### config.mk
export PLATFORM = sky130hd
export DESIGN_NAME = irq_sequencer
export DESIGN_NICKNAME = d
export VERILOG_FILES = /design/src/rtl/irq_pkg.sv /design/src/rtl/irq_prio_enc.sv /design/src/rtl/irq_sequencer.sv
export SDC_FILE = /design/constraint.sdc
export NUM_CORES = 1
export LEC_CHECK = 0
export ABC_AREA = 1
export BUFFER_PORTS_ARGS = -buffer_cell sky130_fd_sc_hd__buf_2
export CELL_PAD_IN_SITES_DETAIL_PLACEMENT = 1
export CELL_PAD_IN_SITES_GLOBAL_PLACEMENT = 2
export CORE_ASPECT_RATIO = 1.2
export CORE_MARGIN = 1
export CORE_UTILIZATION = 28
export CTS_CLUSTER_DIAMETER = 150
export DETAILED_ROUTE_END_ITERATION = 8
export PLACE_DENSITY = 0.95
export SYNTH_ARGS = -nofsm -noshare
export SYNTH_HDL_FRONTEND = slang
export SYNTH_SLANG_ARGS = --single-unit
### constraint.sdc
create_clock -name clk -period 4.25 [get_ports clk]
set_clock_uncertainty 0.1 [all_clocks]
set_input_delay 0.2125 -clock clk [delete_from_list [all_inputs] [get_ports clk]]
set_output_delay 0.2125 -clock clk [all_outputs]
set_load 0.05 [all_outputs]
### src/rtl/irq_pkg.sv
// irq_pkg: shared state encoding and configuration register map for the interrupt sequencer.
package irq_pkg;
    typedef enum logic [1:0] {IDLE, ALERT, SERVICE} state_t;
    localparam logic [1:0] EN    = 2'd0;
    localparam logic [1:0] VBASE = 2'd1;
    localparam logic [1:0] PEND  = 2'd2;
    localparam logic [1:0] EPC   = 2'd3;
    localparam int GIE_BIT = 31;
endpackage

### src/rtl/irq_prio_enc.sv
// irq_prio_enc: lowest-index-first priority encoder returning the winning index and a valid flag.
module irq_prio_enc #(
    parameter int N = 4,
    parameter int W = 2
) (
    input  logic [N-1:0] i_req,
    output logic [W-1:0] o_idx,
    output logic         o_valid
);
    always_comb begin
        o_idx = '0;
        for (int i = N - 1; i >= 0; i--)
            if (i_req[i]) o_idx = W'(i);
    end
    assign o_valid = |i_req;
endmodule

### src/rtl/irq_sequencer.sv
// irq_sequencer: latches edge-triggered IRQs, arbitrates by priority, raises alert to the next-PC logic
// and tracks the handler window between int_taken and rti.
module irq_sequencer
    import irq_pkg::*;
#(
    parameter int          NUM_IRQ    = 4,
    parameter logic [31:0] VEC_BASE   = 32'h0000_0100,
    parameter logic [31:0] VEC_STRIDE = 32'h0000_0010,
    localparam int         IW         = (NUM_IRQ > 1) ? $clog2(NUM_IRQ) : 1
) (
    input  logic               clk,
    input  logic               rst_n,
    input  logic [NUM_IRQ-1:0] irq_in,
    input  logic [31:0]        pc_in,
    input  logic               int_taken,
    input  logic               rti,
    input  logic               cfg_we,
    input  logic [1:0]         cfg_addr,
    input  logic [31:0]        cfg_wdata,
    output logic [31:0]        cfg_rdata,
    output logic               alert,
    output logic               interrupt_mask,
    output logic [31:0]        int_vector,
    output logic [31:0]        epc,
    output logic [IW-1:0]      int_id
);
    state_t             r_state, w_next;
    logic [NUM_IRQ-1:0] r_irq_q, r_irq_prev, r_pending, r_enable;
    logic               r_gie, r_bad_taken, r_bad_rti;
    logic [31:0]        r_vec_base, r_epc, w_en_word;
    logic [IW-1:0]      r_int_id, w_win;
    logic [NUM_IRQ-1:0] w_set, w_clr, w_eligible;
    logic               w_win_valid, w_take, w_wr_en, w_wr_vb, w_wr_pend;

    irq_prio_enc #(.N(NUM_IRQ), .W(IW)) u_prio (
        .i_req   (w_eligible),
        .o_idx   (w_win),
        .o_valid (w_win_valid)
    );

    assign w_set      = r_irq_q & ~r_irq_prev;
    assign w_eligible = r_pending & r_enable & {NUM_IRQ{r_gie}};
    assign w_take     = int_taken && r_state == ALERT;
    assign w_wr_en    = cfg_we && cfg_addr == EN;
    assign w_wr_vb    = cfg_we && cfg_addr == VBASE;
    assign w_wr_pend  = cfg_we && cfg_addr == PEND;
    // A new edge in the same cycle as a clear keeps the bit set.
    assign w_clr      = (w_wr_pend ? cfg_wdata[NUM_IRQ-1:0] : '0)
                      | (w_take ? NUM_IRQ'(1) << r_int_id : '0);

    always_comb begin
        w_next = r_state;
        case (r_state)
            IDLE:    if (w_win_valid) w_next = ALERT;
            ALERT:   if (int_taken) w_next = SERVICE;
            SERVICE: if (rti) w_next = IDLE;
            default: w_next = IDLE;
        endcase
    end

    always_ff @(posedge clk or negedge rst_n) begin
        if (!rst_n) begin
            r_state     <= IDLE;
            r_irq_q     <= '0;
            r_irq_prev  <= '0;
            r_pending   <= '0;
            r_enable    <= '0;
            r_gie       <= 1'b0;
            r_vec_base  <= VEC_BASE;
            r_epc       <= '0;
            r_int_id    <= '0;
            r_bad_taken <= 1'b0;
            r_bad_rti   <= 1'b0;
        end else begin
            r_state    <= w_next;
            r_irq_q    <= irq_in;
            r_irq_prev <= r_irq_q;
            r_pending  <= (r_pending & ~w_clr) | w_set;
            if (w_wr_en) begin
                r_enable <= cfg_wdata[NUM_IRQ-1:0];
                r_gie    <= cfg_wdata[GIE_BIT];
            end
            if (w_wr_vb) r_vec_base <= {cfg_wdata[31:2], 2'b00};
            if (r_state == IDLE && w_win_valid) r_int_id <= w_win;
            if (w_take) r_epc <= pc_in;
            r_bad_taken <= r_bad_taken | (int_taken && r_state != ALERT);
            r_bad_rti   <= r_bad_rti | (rti && r_state != SERVICE);
        end
    end

    always_comb begin
        w_en_word                  = '0;
        w_en_word[NUM_IRQ-1:0]     = r_enable;
        w_en_word[GIE_BIT]         = r_gie;
    end

    assign cfg_rdata      = cfg_addr == EN    ? w_en_word
                          : cfg_addr == VBASE ? r_vec_base
                          : cfg_addr == PEND  ? 32'(r_pending)
                          : r_epc;
    assign alert          = r_state == ALERT;
    assign interrupt_mask = r_state == SERVICE;
    assign int_vector     = r_vec_base + 32'(r_int_id) * VEC_STRIDE;
    assign epc            = r_epc;
    assign int_id         = r_int_id;

    a_bad_taken_sticky: assert property (@(posedge clk) disable iff (!rst_n) r_bad_taken |=> r_bad_taken);
    a_bad_rti_sticky:   assert property (@(posedge clk) disable iff (!rst_n) r_bad_rti |=> r_bad_rti);
    a_alert_mask_excl:  assert property (@(posedge clk) disable iff (!rst_n) !(alert && interrupt_mask));
endmodule

### Word level (Yosys, flattened, before mapping)

Index checks and enable logic that the tools add are counted.

* mux-type cells: 13
* reduce and logical (&&, ||, !) cells: 9
* $lt $le $gt $ge: 0
* bitwise logic cells: 8
* shift-type cells: 1
* $mul: 0
* eq/ne operators: 7
* add/subtract/negate cells: 1
* div/mod/pow operators: 0

Operators with widths (count)
* 2-to-1 mux 32 bit: 3
* adder 32 x 6 -> 32 bit: 1
* AND 4 bit: 4
* 2-to-1 mux 2 bit: 7
* 2-to-1 mux 4 bit: 2
* NOT 4 bit: 2
* OR 4 bit: 2
* inequality test 2 bit, second input constant: 3
* one-hot mux 2 bit (3 select lines): 1
* logical AND 1 bit: 5
* == test 2 x 1 -> 1 bit, second input constant: 2
* == test 2 bit, second input constant: 2
* zero test 2 bit: 2
* OR reduction 4 bit: 1
* left shift 1 x 2 -> 4 bit, first input constant: 1
* AND reduction 3 bit: 1

* RAM bits: 0
* word-level logic and storage cells: 48
* latch bits: 0
* flip-flop bits (word level): 83
* memories: 0
* input port bits: 75
* output and inout bits: 100
* ROM bits: 0

### Depth between registers and ports, before layout

Gate-level depths: netlist (run 1).

* depth in word-level cells: 7
* gate-level depth with buffers: 9
* gate-level depth less buffers: 9

### Cells and area by module

Synthesis (run 1) repeated with hierarchy kept, for this count alone.

* cell total of the unflattened synthesis: 620
* area total of the unflattened synthesis: 4476.8 µm²

Modules (own cells, without submodules)
* irq_sequencer: area an instance 4430.5 µm², sequential area each 2078.2 µm², cells each 611, instances 1
* irq_prio_enc: area an instance 46.3 µm², sequential area each 0.0 µm², cells each 9, instances 1

### Least setup slack after synthesis (run 1)

OpenSTA, ideal clock, no wires.

* path type: reg2out
* from: reg r_int_id[0], in the netlist int_id[0]
* to: out int_vector[20]
* setup slack: 1348 ps
* buffers on the path: 0
* data arrival time: 2590 ps
* cell stages (with the launch flop): 8
* required time: 3938 ps
* cells stage by stage: dfrtp_1 ha_1 inv_1 fa_1 nor2_1 nand2_1 nor2_1 xor2_1

* longest elaborated chain between the ends: 1

RTL lines
* start, declared: RTL line irq_sequencer.sv:31 `logic [IW-1:0] r_int_id, w_win;`
* start signal, assigned: RTL line irq_sequencer.sv:84 `if (r_state == IDLE && w_win_valid) r_int_id <= w_win;`
* adder 32 x 6 -> 32 bit: RTL line irq_sequencer.sv:103 `assign int_vector = r_vec_base + 32'(r_int_id) * VEC_STRIDE;`
* end, declared: RTL line irq_sequencer.sv:23 `output logic [31:0] int_vector,`

Every way passes these cells.

### Worst setup path after layout (run 1)

Ends and elaborated chain as after synthesis.

==> results of run 1 <==
## worst reg2reg max path: cells and delay by family, from the launching register on
kind / cells / cell delay [ns]
flip-flops: 1 / 0.43
buffers and inverters: 1 / 0.94
AO/OA/AOI/OAI: 1 / 0.09
AND/OR/NAND/NOR: 3 / 0.63
## cell families after synthesis
family | Yosys count | share of synthesized area (%)
buf+inv | 66 | 6.77
fa+ha+maj | 3 | 0.991
xor+xnor | 15 | 2.89
flops | 83 | 45.7
compound gates | 65 | 8.12
simple gates | 393 | 35.1
mux | 1 | 0.248
other cells | 1 | 0.0825
## metrics by stage
stage	util [%]	hold slack, ns	power, µW	instance area, µm²	cells
6_report	41.0	0.00888	4040	6430	1059
5_1_grt	41.0	0.0152	4270	6430	1059
4_1_cts	41.0	0.0000183	4070	6430	1059
3_5_place_dp	35.2	0.200	3180	5520	983
3_3_place_gp	35.2	0.195	3160	5520	983
2_1_floorplan	-	-0.183	2650	4550	628
## metal layers
layer,GRT usage [%],vias to the layer above,wire [µm]
met5,0,-,0
met4,9.11,0,528
met3,4.22,27,696
met2,36.3,128,8320
met1,24.9,2372,7380
li1,-,2407,-
## power groups by stage
stage	Clock, µW	Combinational (µW)	Sequential, µW
global route	887	2100	1280
floorplan	0	937	1710
finish	832	1960	1240
CTS	854	1970	1250
global placement	0	1900	1260
detailed placement	0	1920	1260
## sequential cells by signal, summed over array words and instances (netlist names)
signal	flops
epc	32
r_vec_base	30
r_enable	4
r_irq_prev	4
r_irq_q	4
r_pending	4
int_id	2
r_state	2
r_gie	1
## synth_stat cells (2+ instances only)
master | instances | share of area, %
nand3b_1 | 7 | 1.2
xnor2_1 | 4 | 0.77
xor2_1 | 11 | 2.1
nor3_1 | 2 | 0.22
clkbuf_1 | 5 | 0.41
o22ai_1 | 3 | 0.41
nand3_1 | 40 | 4.4
dfrtp_1 | 82 | 45
nand2_1 | 246 | 20
nor2_1 | 90 | 7.4
nor2_2 | 3 | 0.41
buf_4 | 6 | 0.99
a21oi_2 | 8 | 1.5
o211ai_1 | 2 | 0.33
a21oi_1 | 6 | 0.66
buf_2 | 12 | 1.3
buf_6 | 3 | 0.74
o21ai_0 | 40 | 4.4
ha_1 | 2 | 0.55
o21ai_1 | 4 | 0.44
inv_1 | 37 | 3.1
## final cells by class
cell class              count  area (µm²)
fillers                  2005        9270
repair buffers            234        1480
flip-flops and latches     83        2080
inverters                  39         146
well taps                 208         260
multi-input cells         479        2160
clock inverters             7        83.8
clock buffers               9         225
## path summary, 6_finish.rpt
check | start | end | cells past startpoint
setup / recovery | int_id[0] | int_vector[20] | 8
max in group asynchronous | rst_n | epc[29] | 3
min in group asynchronous | rst_n | epc[19] | 2
hold / removal | cfg_wdata[25] | r_vec_base[25] | 3
hold reg to reg | r_irq_q[3] | r_irq_prev[3] | 0
setup reg to reg | r_state[0] | r_pending[0] | 5
==> results.toml, run 1 <==
[floorplan]
die_x_um = 118
rows = 50
core-area_um2 = 15700
die_area_um2 = 16700
die_h_um = 142
io_pins = 175
start_util_pct = 28.9

[global_routing]
antenna_found_initial = 0
grt_max_degree = 54
grtUsageTotal_pct = 20.9
globalRouteOverflowTotal = 0
grt_pass1_vias = 5186
grt_pass1_wl_mm = 27.0

[route]
vias = 4934
drt-pass1-iter-count = 4
vias_per_cell = 4.66
drc = 0
avgRoutedWirePerCell_um = 16.0
dr.first_iter.drc_count = 148
wl_mm = 16.9
ant_nets = 0

[setup_path]
critPathLaunchType = "flip-flop"
slowest_stage = "fa_1"
critPathMaxStageDelay_ns = 0.48
crit_family = "adder cells"
worst-endpoint-arrival_ns = 2.48
cp_max_fo = 6
crit_required_ns = 3.94
rrSetupSlack_ns = 1.98
path_cells = "ha_1, inv_1, fa_1, nor2_1, nand2_1, nor2_1, xor2_1, buf_2"
end_kind = "output pin"
criticalPathCategory = "flip-flop to output pin"
crit_top_cell = "nor2_1"
path_buf_inv = 2

[yosys]
ys_seq_elements = 83
synth_cell_types = 35
syn_area_um2 = 4540
ys.flop_type = "dfrtp_1"
async_flop_share_pct = 100
synth.avg_cell_area_um2 = 7.25
yosys_warnings = 0
synth-seq-area-share_pct = 45.7
synth_enable_flop_cells = 0
syn_inst = 627

[placement]
io_buffers = 172
dpl.hpwl_mm = 11.9
place_ws_ns = 1.84
gp_congestion = 0.818

[pwr]
powerDensity_nw_per_um2 = 628
leakagePower_uw = 0.00342
seq_power_share_pct = 30.8
ir_drop_v = 0.000274
p_int_uw = 1940
power_frac_comb_pct = 48.6
switchingPower_uw = 2100
p_clk_share_pct = 20.6
p_sw_share_pct = 52.0

[sta]
slew_viol_final = 0
rsz0062_at_grt = "false"
max_freq_mhz = 358
slew-limit-headroom_pct = 17.2
tightest_slew_ns = 1.23
fin_crit_sh_pct = 65.7
setup-tns-final_ns = 0
setup_viol = 0
layout_min_cycle_time_ns = 2.79
hold_violations = 0
fin_ws_ns = 1.46

[clock_tree]
cts_buffers = 9
cts.reportedPaths.clkPinSlew_ns = 0.07
clock-sinks = 83
clock-root-buffer = "clkbuf_16"
cts_tree = "built"
cts_max_level = 3
holdBufCountCts = 60
post_cts_buffers = 0
clock_latency_ns = 0.35
clockBufferDepth = 2
ctsResizeCount = 0

[layout]
layout_common_cells = "nand2_1 (246), buf_2 (171), nor2_1 (90)"
layout.nets = 924
layout_commonest_cell = "nand2_1"
area_delta_synth_final_pct = 41.6
drive_gt1_share_pct = 24.3
diodes = 0

[run_status]
outcome = "finished clean"

[hold_path]
hold_class = "input port to flip-flop"

[job]
maxCapViolCount = 0
No activity file was read; power rests on OpenSTA's default activity.
==> inputs of run 2 (changes only) <==
ABC_AREA = 0   (was 1)
CORE_UTILIZATION = 29   (was 28)
PLACE_DENSITY = 0.93   (was 0.95)
clock period = 2.6 ns   (was 4.25 ns; I/O delays follow)
==> run 2 against run 1 <==
  * The run now ends with setup timing left
  * Non-clock buffer count is 30 higher
  * First-iteration DRC count grew 2.0%
  * Final cell count is 17% lower
  * Worst hold slack better by 0.24 ns
  * Clock-buffer cell count rose by 1
  * Worst setup slack got worse by 1.5 ns
  * Global-route usage down 0.43 points
  * Critical path depth increased by 1
  * Total power up 72%
  * Synthesized cell count fell by 32%
  * Register-to-register slack got worse by 1.3 ns
  * Critical endpoint is now int_vector[30]
==> results.toml, run 2 <==
[route]
vias_per_cell = 4.71
vias = 4156
avgRoutedWirePerCell_um = 17.5
dr.first_iter.drc_count = 151
drc = 0
wl_mm = 15.4
drt-pass1-iter-count = 4
ant_nets = 0

[global_routing]
grtUsageTotal_pct = 20.4
grt_pass1_wl_mm = 24.0
grt_max_degree = 45
globalRouteOverflowTotal = 0
antenna_found_initial = 0
grt_pass1_vias = 4744

[layout]
area_delta_synth_final_pct = 56.8
drive_gt1_share_pct = 39.4
layout_commonest_cell = "buf_2"
largest_register_ffs = 32
layout.nets = 755
final_area_um2 = 6780
layout_common_cells = "buf_2 (153), nand2_1 (112), dfrtp_1 (80)"
fillers = 1639
multi_input_area_um2 = 2250
seq_area_um2 = 2080

[run_status]
outcome = "complete, but fails checks"
violations = "setup timing"

[setup_path]
critPathLaunchType = "flip-flop"
rr_startpoint = "r_state[1]"
worst-endpoint-arrival_ns = 2.45
crit_required_ns = 2.37
criticalPathCategory = "flip-flop to output pin"
rr_endpoint = "r_pending[2]"
cp_max_fo = 7
end_kind = "output pin"
rrSetupSlack_ns = 0.71
r2r_cells = 5

[yosys]
syn_area_um2 = 4320
async_flop_share_pct = 100
ys.flop_type = "dfrtp_1"
synth_cell_types = 37
synth.avg_cell_area_um2 = 10.1
yosysTopAreaCell = "dfrtp_1"
yosys_warnings = 0
synth-seq-area-share_pct = 48.1
synth_top_area_share_pct = 47.5
ys_seq_elements = 83
ys_top_cells_by_area = "dfrtp_1 (47%), nand2_1 (9.7%), mux2_2 (9.6%)"
synthTopCellsByCount = "nand2_1 (112), dfrtp_1 (82), mux2_2 (37)"
syn_inst = 427
yosysMostFrequentCell = "nand2_1"
synth_enable_flop_cells = 0

[floorplan]
core-area_um2 = 14500
io_pins = 175
die_area_um2 = 15400
die_x_um = 113
start_util_pct = 29.9
rows = 48
die_h_um = 136

[sta]
max_freq_mhz = 373
layout_min_cycle_time_ns = 2.68
hold_violations = 0
slew_viol_final = 0
fin_crit_sh_pct = 103
fin_ws_ns = -0.0828
rsz0062_at_grt = "true"
slew-limit-headroom_pct = 58.9
tightest_slew_ns = 0.617
hold_ws_ns = 0.253
setup_viol = 7

[pwr]
ir_drop_v = 0.000617
powerDensity_nw_per_um2 = 1030
leakagePower_uw = 0.00339

[clock_tree]
clock-root-buffer = "clkbuf_16"
clock-sinks = 83
cts_buffers = 9
cts.reportedPaths.clkPinSlew_ns = 0.07
cts_max_level = 3
clockBufferDepth = 2
cts_tree = "built"
clock_latency_ns = 0.33

[placement]
place_ws_ns = 0.0191
io_buffers = 172
place_area_um2 = 5610
gp_congestion = 0.816
dpl.hpwl_mm = 10.5

[hold_path]
hold_class = "input port to asynchronous set/reset pin"

[job]
maxCapViolCount = 0
-- run 2: cell types whose count changed after synthesis, sizes merged, moves of 7 or more --
cell / before / now
nand2: 248 / 112
xnor2: 4 / 19
inv: 38 / 12
nor2: 94 / 6
o21ai: 44 / 8
nand3: 41 / 12
nor2b: 0 / 28
a21oi: 14 / 3
clkbuf: 5 / 12
buf: 22 / 14
mux2i: 0 / 29
mux2: 1 / 37
nand4: 1 / 12
-- run 2: worst max path at each step --
stage	start	to	slack, ns	cells after the start
final	r_vec_base[4]	int_vector[30]	-0.08	9
after global routing	r_vec_base[4]	int_vector[30]	-0.21	9
after CTS	r_vec_base[4]	int_vector[30]	-0.14	9
after detailed placement	r_vec_base[4]	int_vector[30]	0.02	9
after global placement	r_vec_base[4]	int_vector[18]	0.14	9
after floorplan	int_id[0]	int_vector[22]	0.009	7
-- run 2: cell type report --
| cell class | count | share of cell area, % |
|---|---|---|
| Multi-Input combinational cell | 307 | 33.3 |
| Sequential cell | 83 | 30.7 |
| Timing Repair Buffer | 264 | 27.5 |
| Tap cell | 200 | 3.69 |
| Clock buffer | 10 | 3.38 |
| Clock inverter | 6 | 0.720 |
| Inverter | 12 | 0.665 |
| Antenna cell | 1 | 0.0369 |
-- run 2: worst max-delay path: stages (launching register included) --
cell and delay (ns):
dfrtp_1 0.39, ha_4 0.15, inv_2 0.04, fa_2 0.36
nand3b_1 0.23, nor3_4 0.18, buf_12 0.15, nand4_1 0.22
xnor2_4 0.23, buf_6 0.18
-- run 2: kinds of logic after synthesis --
kind of cell | share of synthesized area (%)
multiplexers | 17.4
adder cells (fa/ha/maj) | 1.04
buffers and inverters | 4.02
XOR/XNOR | 5.27
AO/OA/AOI/OAI | 2.58
AND/OR/NAND/NOR | 21.5
flip-flops | 48.1
other | 0.0868
-- run 2: report_power, final --
part           switching (µW)  internal (µW)
logic                    2590           1030
clock network             568            659
registers                 429           1680
-- run 2: what timing repair did --
item	4_1_cts	5_1_grt
gates resized for setup	17	23
endpoints found under the setup margin	9	18
cloned	0	0
hold endpoints to repair	115	0
hold buffers	71	0
setup buffers	5	3
pin swaps	5	0
-- run 2: layer usage --
metal | routed length, µm | global-route usage [%] | share of wire [%] | vias to the layer above
met3 | 682 | 4.21 | 4.4 | 23
met4 | 275 | 6.94 | 1.8 | 0
met5 | 0 | 0 | 0 | -
met2 | 8400 | 39.3 | 54 | 135
met1 | 6080 | 22.0 | 39 | 2083
li1 | - | - | - | 1915
-- run 2: per-stage QoR --
step / instances / power (µW) / TNS, ns / utilization [%]
floorplan: 428 / 4610 / 0 / -
global placement: 787 / 5430 / 0 / 38.8
detailed placement: 787 / 5540 / 0 / 38.8
CTS: 879 / 6920 / -0.517 / 46.3
global route: 882 / 7300 / -1.44 / 46.8
finish: 883 / 6950 / -0.292 / 46.8
==> inputs of run 3 (changes only) <==
CORE_UTILIZATION = 26   (was 29)
PLACE_DENSITY = 0.89   (was 0.93)
clock period = 2.4 ns   (was 2.6 ns; I/O delays follow)
==> run 3 against run 2 <==
  * The run still ends with setup timing left
  * Routed wire length is 3.6% higher
  * Combinational power is 12% higher
  * Worst hold slack worse by 0.021 ns
  * Register-to-register slack hardly changed
  * Global-route usage is 1.6 points lower
  * Clock-buffer cell count stayed put
  * Sequential share of layout area is 1.4 points lower
  * Utilization is 3.1 points lower
  * Total power is 13% higher
  * Worst setup slack worse by 0.18 ns
  * Final area is 4.9% higher
  * Largest power group unchanged
==> results.toml, run 3 (same netlist as run 2, synthesis figures left out) <==
[sta]
setup_viol = 20
fin_crit_sh_pct = 111
slew_viol_final = 0
max_freq_mhz = 376
hold_violations = 0
rsz0062_at_grt = "true"
tightest_slew_ns = 0.607
slew-limit-headroom_pct = 59.5
layout_min_cycle_time_ns = 2.66
hold_ws_ns = 0.232
fin_ws_ns = -0.260

[floorplan]
core-area_um2 = 16300
die_area_um2 = 17100
die_h_um = 143
rows = 51
die_x_um = 120
io_pins = 175
start_util_pct = 26.6

[setup_path]
crit_family = "simple AND/OR/NAND/NOR gates"
path_cells = "ha_4, inv_2, fa_2, nand3b_1, nor3_4, buf_12, nand4_1, xnor2_4, buf_6"
rrSetupSlack_ns = 0.70
cp_max_fo = 8
rr_startpoint = "r_state[1]"
crit_required_ns = 2.18
critPathLaunchType = "flip-flop"
worst-path-stages = 9
r2r_cells = 6
end_kind = "output pin"
worst-endpoint-arrival_ns = 2.44
slowest_stage = "dfrtp_1"
critPathMaxStageDelay_ns = 0.39
criticalPathCategory = "flip-flop to output pin"
path_buf_inv = 3
rr_endpoint = "r_pending[0]"

[clock_tree]
clockBufferDepth = 2
clock_latency_ns = 0.34
cts_tree = "built"
clock-root-buffer = "clkbuf_16"
cts_buffers = 9
clock-sinks = 83
cts.reportedPaths.clkPinSlew_ns = 0.07
cts_max_level = 3

[pwr]
seq_power_share_pct = 29.2
ir_drop_v = 0.000522
p_int_uw = 3980
leakagePower_uw = 0.00357
powerDensity_nw_per_um2 = 1110
power_frac_comb_pct = 51.7
p_clk_share_pct = 19.1
p_sw_share_pct = 49.4
switchingPower_uw = 3890

[job]
maxCapViolCount = 0

[route]
vias = 4139
avgRoutedWirePerCell_um = 17.7
ant_nets = 0
vias_per_cell = 4.58
dr.first_iter.drc_count = 138
drt-pass1-iter-count = 4
wl_mm = 16.0
drc = 0

[global_routing]
antenna_found_initial = 0
grt_pass1_wl_mm = 24.6
grt_max_degree = 44
grt_pass1_vias = 4702
globalRouteOverflowTotal = 0
grtUsageTotal_pct = 18.8

[layout]
fillers = 1827
layout.nets = 764
final_area_um2 = 7110
layout_common_cells = "buf_2 (149), nand2_1 (111), dfrtp_1 (80)"
drive_gt1_share_pct = 42.5
layout_commonest_cell = "buf_2"
diodes = 0
area_delta_synth_final_pct = 64.4
largest_register_ffs = 32

[placement]
gp_congestion = 0.776
dpl.hpwl_mm = 11.0
place_area_um2 = 5750
io_buffers = 172

[run_status]
outcome = "complete, but fails checks"
violations = "setup timing"

[hold_path]
hold_class = "input port to asynchronous set/reset pin"
run 3: changes by cell type in the layout (fill, tap and decap cells not counted), moves of 2 or more:
cell | previous run | this run
buf_2 | 153 | 149
buf_4 | 23 | 27
bufinv_16 | 0 | 2
clkbuf_4 | 3 | 0
nand3_4 | 0 | 2
nand3_1 | 12 | 10
xor2_1 | 4 | 2
inv_6 | 3 | 0
xnor2_1 | 11 | 3
xnor2_2 | 2 | 10
buf_6 | 10 | 22
xor2_2 | 2 | 4
run 3: worst max path at each step:
stage,from,end,slack [ns]
after floorplan,int_id[0],int_vector[22],-0.17
after global placement,r_vec_base[4],int_vector[18],-0.008
after detailed placement,r_vec_base[4],int_vector[22],-0.04
after CTS,r_vec_base[4],int_vector[30],-0.26
after global routing,r_vec_base[4],int_vector[30],-0.39
final,r_vec_base[4],int_vector[30],-0.26
run 3: worst reg2reg max path: stages, from the launching register on:
cell	delay (ns)
dfrtp_1	0.40
nand2b_1	0.16
inv_1	0.08
nand2_1	0.07
buf_4	0.20
o311ai_0	0.33
o21ai_0	0.20
run 3: what timing repair did:
| item | in CTS | in global routing |
|---|---|---|
| endpoints found under the hold margin | 115 | 0 |
| setup buffers | 3 | 8 |
| gates cloned | 0 | 1 |
| gates resized for setup | 41 | 17 |
| hold buffers | 71 | 0 |
| pin swaps | 4 | 8 |
| endpoints found under the setup margin | 22 | 23 |
run 3: power by group through the flow:
stage                     Combinational, µW  Sequential [µW]  Clock, µW
after global placement                 3700             2270          0
after global routing                   4320             2350       1620
after CTS                              4000             2280       1560
after floorplan                        1920             3100          0
after detailed placement               3780             2310          0
final                                  4070             2300       1510
run 3: area by class of cell:
class / count / area [µm²] / share of cell area (%)
multi-input cells: 307 / 2390 / 33.7
flip-flops and latches: 83 / 2080 / 29.3
repair buffers: 273 / 1990 / 28.0
well taps: 212 / 265 / 3.73
inverters: 12 / 45.0 / 0.634
clock buffers: 10 / 239 / 3.36
clock inverters: 6 / 88.8 / 1.25
run 3: metrics by stage:
| stage | utilization (%) | TNS [ns] | setup WS (ns) | instances | total power (µW) |
|---|---|---|---|---|---|
| 6_report | 43.7 | -2.25 | -0.260 | 903 | 7870 |
| 5_1_grt | 43.7 | -4.95 | -0.394 | 903 | 8290 |
| 4_1_cts | 42.6 | -2.58 | -0.258 | 895 | 7840 |
| 3_5_place_dp | 35.3 | -0.120 | -0.0426 | 805 | 6090 |
| 3_3_place_gp | 35.3 | -0.00817 | -0.00817 | 805 | 5980 |
| 2_1_floorplan | - | -0.876 | -0.174 | 428 | 5030 |
run 3: routing by layer:
| layer | wire length, µm | GRT usage [%] |
|---|---|---|
| met5 | 0 | 0 |
| met4 | 345 | 6.97 |
| met3 | 740 | 4.75 |
| met2 | 8770 | 35.2 |
| met1 | 6150 | 20.3 |
